`config.mk`:
```
export PLATFORM = sky130hd
export DESIGN_NAME = eeprom_i2c_master
export DESIGN_NICKNAME = d
export VERILOG_FILES = /design/src/rtl/eeprom_i2c_master.sv
export SDC_FILE = /design/constraint.sdc
export NUM_CORES = 1
export LEC_CHECK = 0
export CAP_MARGIN = 20
export CORE_ASPECT_RATIO = 0.5
export CORE_MARGIN = 3
export CORE_UTILIZATION = 30
export DETAILED_ROUTE_END_ITERATION = 7
export HOLD_SLACK_MARGIN = 0.08
export RECOVER_POWER = 25
export REMOVE_ABC_BUFFERS = 1
export SYNTH_ARGS = -nofsm -noshare
export SYNTH_HDL_FRONTEND = slang
export SYNTH_SLANG_ARGS = --single-unit
```
`constraint.sdc`:
```
create_clock -name clk -period 2.8 [get_ports clk]
set_input_delay 0.56 -clock clk [delete_from_list [all_inputs] [get_ports clk]]
set_output_delay 0.56 -clock clk [all_outputs]
set_load 0.1 [all_outputs]
```
`src/rtl/eeprom_i2c_master.sv`:
```
// Memory-mapped single-byte I2C master for EEPROM access: CTRL/DATA/STATUS
// registers drive a START / byte / STOP sequencer with open-drain line outputs.
module eeprom_i2c_master #(
  parameter logic [23:0] BASE    = 24'h2070,
  parameter int unsigned CLK_DIV = 4
) (
  input  logic        clk,
  input  logic        reset,
  input  logic        clk_ce,
  input  logic        bus_write,
  input  logic        bus_read,
  input  logic [23:0] bus_address_in,
  input  logic [7:0]  bus_data_in,
  output logic [7:0]  bus_data_out,
  output logic        scl_out,
  output logic        sda_out,
  input  logic        sda_in,
  output logic        irq_done
);

  typedef enum logic [2:0] {
    S_IDLE, S_START, S_WBIT, S_WACK, S_RBIT, S_RACK, S_STOP
  } state_t;

  state_t      state_q, state_d;
  logic [1:0]  phase_q, phase_d;
  logic [7:0]  tick_q, tick_d;
  logic [2:0]  bit_q, bit_d;
  logic [4:0]  ctrl_q, ctrl_d;
  logic [7:0]  tx_q, tx_d;
  logic [7:0]  rx_q, rx_d;
  logic        busy_q, busy_d;
  logic        nack_q, nack_d;
  logic        done_q, done_d;
  logic        irq_q, irq_d;
  logic        scl_q, scl_d;
  logic        sda_q, sda_d;

  logic        sel_ctrl, sel_data, sel_stat;
  logic        accept, last_tick, fin;

  assign sel_ctrl  = (bus_address_in == BASE);
  assign sel_data  = (bus_address_in == BASE + 24'd1);
  assign sel_stat  = (bus_address_in == BASE + 24'd2);
  assign accept    = bus_write && sel_ctrl && !busy_q && (bus_data_in[3:0] != 4'h0);
  assign last_tick = (tick_q == 8'(CLK_DIV - 1));

  always_comb begin
    state_d = state_q;
    phase_d = phase_q;
    tick_d  = tick_q;
    bit_d   = bit_q;
    ctrl_d  = ctrl_q;
    tx_d    = tx_q;
    rx_d    = rx_q;
    busy_d  = busy_q;
    nack_d  = nack_q;
    done_d  = done_q;
    irq_d   = 1'b0;
    fin     = 1'b0;

    if (accept) begin
      ctrl_d  = bus_data_in[4:0];
      nack_d  = 1'b0;
      done_d  = 1'b0;
      busy_d  = 1'b1;
      phase_d = '0;
      tick_d  = '0;
      bit_d   = '0;
      if (bus_data_in[0])      state_d = S_START;
      else if (bus_data_in[1]) state_d = S_WBIT;
      else if (bus_data_in[2]) state_d = S_RBIT;
      else                     state_d = S_STOP;
    end else if (bus_write && sel_data && !busy_q) begin
      tx_d = bus_data_in;
    end

    if (state_q != S_IDLE) begin
      tick_d = last_tick ? '0 : tick_q + 8'd1;
      if (last_tick) begin
        phase_d = phase_q + 2'd1;
        // Sample on the final tick of q1, while SCL is still high.
        if (phase_q == 2'd1) begin
          if (state_q == S_WACK) nack_d = sda_in;
          if (state_q == S_RBIT) rx_d = {rx_q[6:0], sda_in};
        end
        if (phase_q == 2'd3) begin
          case (state_q)
            S_START: begin
              if (ctrl_q[1])      state_d = S_WBIT;
              else if (ctrl_q[2]) state_d = S_RBIT;
              else if (ctrl_q[3]) state_d = S_STOP;
              else                fin = 1'b1;
            end
            S_WBIT: begin
              bit_d = bit_q + 3'd1;
              if (bit_q == 3'd7) state_d = S_WACK;
            end
            S_RBIT: begin
              bit_d = bit_q + 3'd1;
              if (bit_q == 3'd7) state_d = S_RACK;
            end
            S_WACK, S_RACK: begin
              if (ctrl_q[3]) state_d = S_STOP;
              else           fin = 1'b1;
            end
            default: fin = 1'b1;
          endcase
        end
      end
    end

    if (fin) begin
      state_d = S_IDLE;
      busy_d  = 1'b0;
      done_d  = 1'b1;
      irq_d   = 1'b1;
    end
  end

  // Line levels are derived from the next state so they register alongside it.
  always_comb begin
    scl_d = scl_q;
    sda_d = sda_q;
    case (state_d)
      S_START: begin
        scl_d = (phase_d != 2'd3);
        sda_d = !phase_d[1];
      end
      S_WBIT: begin
        scl_d = ^phase_d;
        sda_d = tx_q[3'd7 - bit_d];
      end
      S_WACK, S_RBIT: begin
        scl_d = ^phase_d;
        sda_d = 1'b1;
      end
      S_RACK: begin
        scl_d = ^phase_d;
        sda_d = ctrl_d[4];
      end
      S_STOP: begin
        scl_d = (phase_d != 2'd0);
        sda_d = phase_d[1];
      end
      default: ;
    endcase
  end

  always_ff @(posedge clk or negedge reset) begin
    if (!reset) begin
      state_q <= S_IDLE;
      phase_q <= '0;
      tick_q  <= '0;
      bit_q   <= '0;
      ctrl_q  <= '0;
      tx_q    <= '0;
      rx_q    <= '0;
      busy_q  <= 1'b0;
      nack_q  <= 1'b0;
      done_q  <= 1'b0;
      irq_q   <= 1'b0;
      scl_q   <= 1'b1;
      sda_q   <= 1'b1;
    end else if (clk_ce) begin
      state_q <= state_d;
      phase_q <= phase_d;
      tick_q  <= tick_d;
      bit_q   <= bit_d;
      ctrl_q  <= ctrl_d;
      tx_q    <= tx_d;
      rx_q    <= rx_d;
      busy_q  <= busy_d;
      nack_q  <= nack_d;
      done_q  <= done_d;
      irq_q   <= irq_d;
      scl_q   <= scl_d;
      sda_q   <= sda_d;
    end
  end

  always_comb begin
    bus_data_out = '0;
    if (bus_read) begin
      if (sel_ctrl)      bus_data_out = {3'b000, ctrl_q};
      else if (sel_data) bus_data_out = rx_q;
      else if (sel_stat) bus_data_out = {5'b00000, done_q, nack_q, busy_q};
    end
  end

  assign scl_out  = scl_q;
  assign sda_out  = sda_q;
  assign irq_done = irq_q;

endmodule
```
==> results by group <==
Global routing
  – Global route hottest layer: met2
  – Total track usage: 15.64%
  – Met3 Use GR: 3.387%
  – GRT met2 Usage: 26.29%
  – Overflow after GRT: 0
  – Largest net degree at the start of global routing: 43
  – Vias in the first global route: 2751
  – M1 GR Usage: 21.03%
  – Initial antenna violation count: 0
  – First-pass GRT wire length: 13860 um

Floorplan
  – Die area: 0.01098 mm^2
  – Die height: 75.60 um
  – CORE AREA: 0.009069 mm^2
  – Cell Rows: 24
  – Initial core utilization: 32.05%
  – Num ports: 49
  – Die width: 145.2 um

Routing
  – Routed length per instance: 15.66 um
  – Number of remaining DRC errors: 0
  – Antenna-violating nets left: 0
  – First-pass detailed-route iteration total: 4
  – Via Count: 2871
  – DR vias/cell: 5.211
  – DRT iter0 DRCs: 240
  – DRT Wirelength: 8629 um

Timing
  – Tmin final: 2.733 ns
  – Slew Limit Fails: 35
  – Fin Hold WS: 0.2140 ns
  – Final setup fails: 0
  – Tcrit/Tclk final: 97.59%
  – Sum Neg Setup Slack: 0 ns
  – Slew @ Worst Pin: 1.528 ns
  – F_max: 366.0 MHz
  – Final hold vios: 0
  – Worst Clk Skew: 0.005028 ns
  – Max-slew headroom: -1.845%

Clock network
  – Clock Path Buffers: 2
  – CTS Root Cell: clkbuf_16
  – Clk_lat worst skew: 0.29 ns
  – Clock net sink count: 43
  – CTS clk-pin slew, worst paths: 0.07 ns
  – H-tree level count: 2
  – TritonCTS Buffers: 5
  – CTS tree: built
  – Hold-fix buffers, CTS: 0

Min path
  – Hold WC Path Type: primary input to async pin

Critical path
  – CP max-delay cell: clkdlybuf4s50_1
  – Startpoint Class: primary input
  – Crit path max-delay family: simple AND/OR/NAND/NOR gates
  – WP data arrival: 2.95 ns
  – CP max FO: 6
  – CP peak stage delay: 0.44 ns
  – Cell breakdown of the critical path: clkdlybuf4s50_1 -> nor4_4 -> nand4_1 -> buf_6 -> o31a_1 -> nor3_4 -> nor3_4 -> o311a_1 -> mux2_4
  – Endpoint class of the critical path: flip-flop
  – Kind of critical path: primary input to flip-flop
  – Buffers & Inverters on Critical Path: 2
  – CP most frequent cell: nor3_4
  – WP data required: 3.02 ns

Logic synthesis
  – Share of synthesized flip-flops with an asynchronous set or reset: 100.0%
  – Yosys cell types: 67
  – Post-synth EDFFs: 0
  – Post-Syn Area: 0.002907 mm^2
  – Average size of a mapped cell: 9.083 um^2
  – #FFs+latches synth: 43
  – Sequential share of the synthesized area: 37.11%
  – Main synth FF type: dfrtp_1
  – Top cells by area, synth: dfrtp_1 35%, mux2_2 7.0%, o21ai_0 4.5%
  – Top-area cell type share of the netlist area: 35.30%
  – Synth Warn #: 0
  – Post-Synthesis Cells: 320
  – Synth area leader: dfrtp_1

Outcome
  – Failing checks: max-capacitance violations, max-slew violations
  – Status: complete, but fails checks

Cells and area
  – Area Growth Syn to Fin: 52.39%
  – Most common cell after layout, fill and taps aside: buf_4
  – Ant diodes: 0
  – Fin area: 0.004429 mm^2
  – Layout Utilization: 48.84%
  – Most frequent cells in the layout: 55 x buf_4, 41 x dfrtp_1, 27 x nor2_1
  – Nets@finish: 465
  – Ratio of cells with drive above 1 in the final layout: 33.73%

Pwr
  – Seq pwr share: 29.8%
  – Cell Pwr Density: 671.9 mW/mm^2
  – NetSw: 0.001247 W
  – Pint: 0.001729 W
  – Clock Power Share: 19.9%
  – Worst VDD drop: 356.3 uV
  – Combinational share of power: 50.2%
  – Leakage power: 2.033 nW
  – Switching fraction of total power: 41.89%

Placement
  – RD Place Congestion: 0.8799
  – Placed cell area: 0.003923 mm^2
  – DP HPWL: 6233 um
  – Port bufs: 48

Run
  – Max-Cap Viols: 1
## final timing paths
check | startpoint | endpoint | slack (ns) | depth (start not counted)
max | bus_address_in[22] | scl_out | 0.07 | 9
min | reset | tick_q[0] | 0.21 | 1
max reg2reg | bit_q[0] | scl_out | 0.16 | 9
min reg2reg | done_q | done_q | 0.50 | 2
max in group asynchronous | reset | rx_q[0] | 0.67 | 2
min in group clk | done_q | done_q | 0.50 | 2
## registers in the layout, indices dropped and copies added (netlist names)
| signal | count |
|---|---|
| rx_q | 8 |
| tick_q | 8 |
| tx_q | 8 |
| ctrl_q | 5 |
| bit_q | 3 |
| state_q | 3 |
| phase_q | 2 |
| busy_q | 1 |
| done_q | 1 |
| irq_done | 1 |
| nack_q | 1 |
| scl_out | 1 |
| sda_out | 1 |
## per-layer routing
metal / up-vias / wire, um / share of wire (%)
met5: - / 0 / 0
li1: 1398 / - / -
met1: 1376 / 4102 / 48
met2: 86 / 3977 / 46
met3: 11 / 458 / 5.3
met4: 0 / 90 / 1.0
## cell usage after synthesis, drive strengths merged (2+ instances only)
library cell / instances
dfrtp: 41
nor4b: 5
and4: 3
ha: 7
a211o: 2
o31ai: 2
nand4: 10
a22oi: 2
mux2i: 8
nand3: 11
a21oi: 22
nor4: 6
a211oi: 5
dfstp: 2
nor4bb: 2
o21a: 2
clkbuf: 4
a31oi: 3
nor2b: 5
nand2b: 3
inv: 17
o21ai: 29
or4: 2
nand4b: 2
mux2: 19
nand2: 29
o211ai: 2
buf: 7
nor2: 29
and3: 9
nor3: 10
and2: 4
## worst register-to-register path, stage by stage, from the launching register on
cell,delay (ns)
dfrtp_1,0.43
ha_1,0.22
ha_1,0.21
nor3b_2,0.16
and4_4,0.25
nand4_1,0.15
a211oi_4,0.34
nor3_4,0.12
o311a_1,0.39
mux2_4,0.30
## final cells by class
| type | count | area [um^2] |
|---|---|---|
| fillers | 838 | 4639 |
| multi-input cells | 250 | 1979 |
| flip-flops and latches | 43 | 1079 |
| repair buffers | 103 | 994.7 |
| well taps | 130 | 162.7 |
| clock buffers | 5 | 125.1 |
| inverters | 17 | 63.81 |
| clock inverters | 3 | 25.02 |
## power by group through the flow
| stage | Combinational (W) | Clock (W) | Sequential, W |
|---|---|---|---|
| 2_1_floorplan | 0.000732 | 0 | 0.000995 |
| 3_3_place_gp | 0.00135 | 0 | 0.000895 |
| 3_5_place_dp | 0.00137 | 0 | 0.000895 |
| 4_1_cts | 0.00143 | 0.000608 | 0.000888 |
| 5_1_grt | 0.00163 | 0.000637 | 0.000910 |
| 6_report | 0.00149 | 0.000593 | 0.000888 |
## cells by family (layout without fill, tap and decap cells)
logic type	after synthesis	count (layout)	synth area share, %
XOR/XNOR	2	2	0.6028
AND/OR/NAND/NOR	133	134	27.12
AO/OA/AOI/OAI	80	80	17.82
adder cells (fa/ha/maj)	7	7	3.013
multiplexers	27	27	10.25
buffers and inverters	28	128	4.089
flip-flops	43	43	37.11
## repair_timing
action	in CTS	in global routing
gates resized for setup	40	36
buffers inserted	1	5
pin swaps	17	27
setup endpoints to repair	10	14
gates cloned	1	0
## stage by stage
stage / total power (W) / setup slack [ns] / instances
after floorplan: 0.001727 / -1.109 / 309
after global placement: 0.002243 / -0.4170 / 535
after detailed placement: 0.002263 / -0.5709 / 535
after CTS: 0.002922 / 0.003521 / 545
after global routing: 0.003177 / -0.04258 / 551
final: 0.002976 / 0.06749 / 551
No activity file was read; power rests on OpenSTA's default activity.
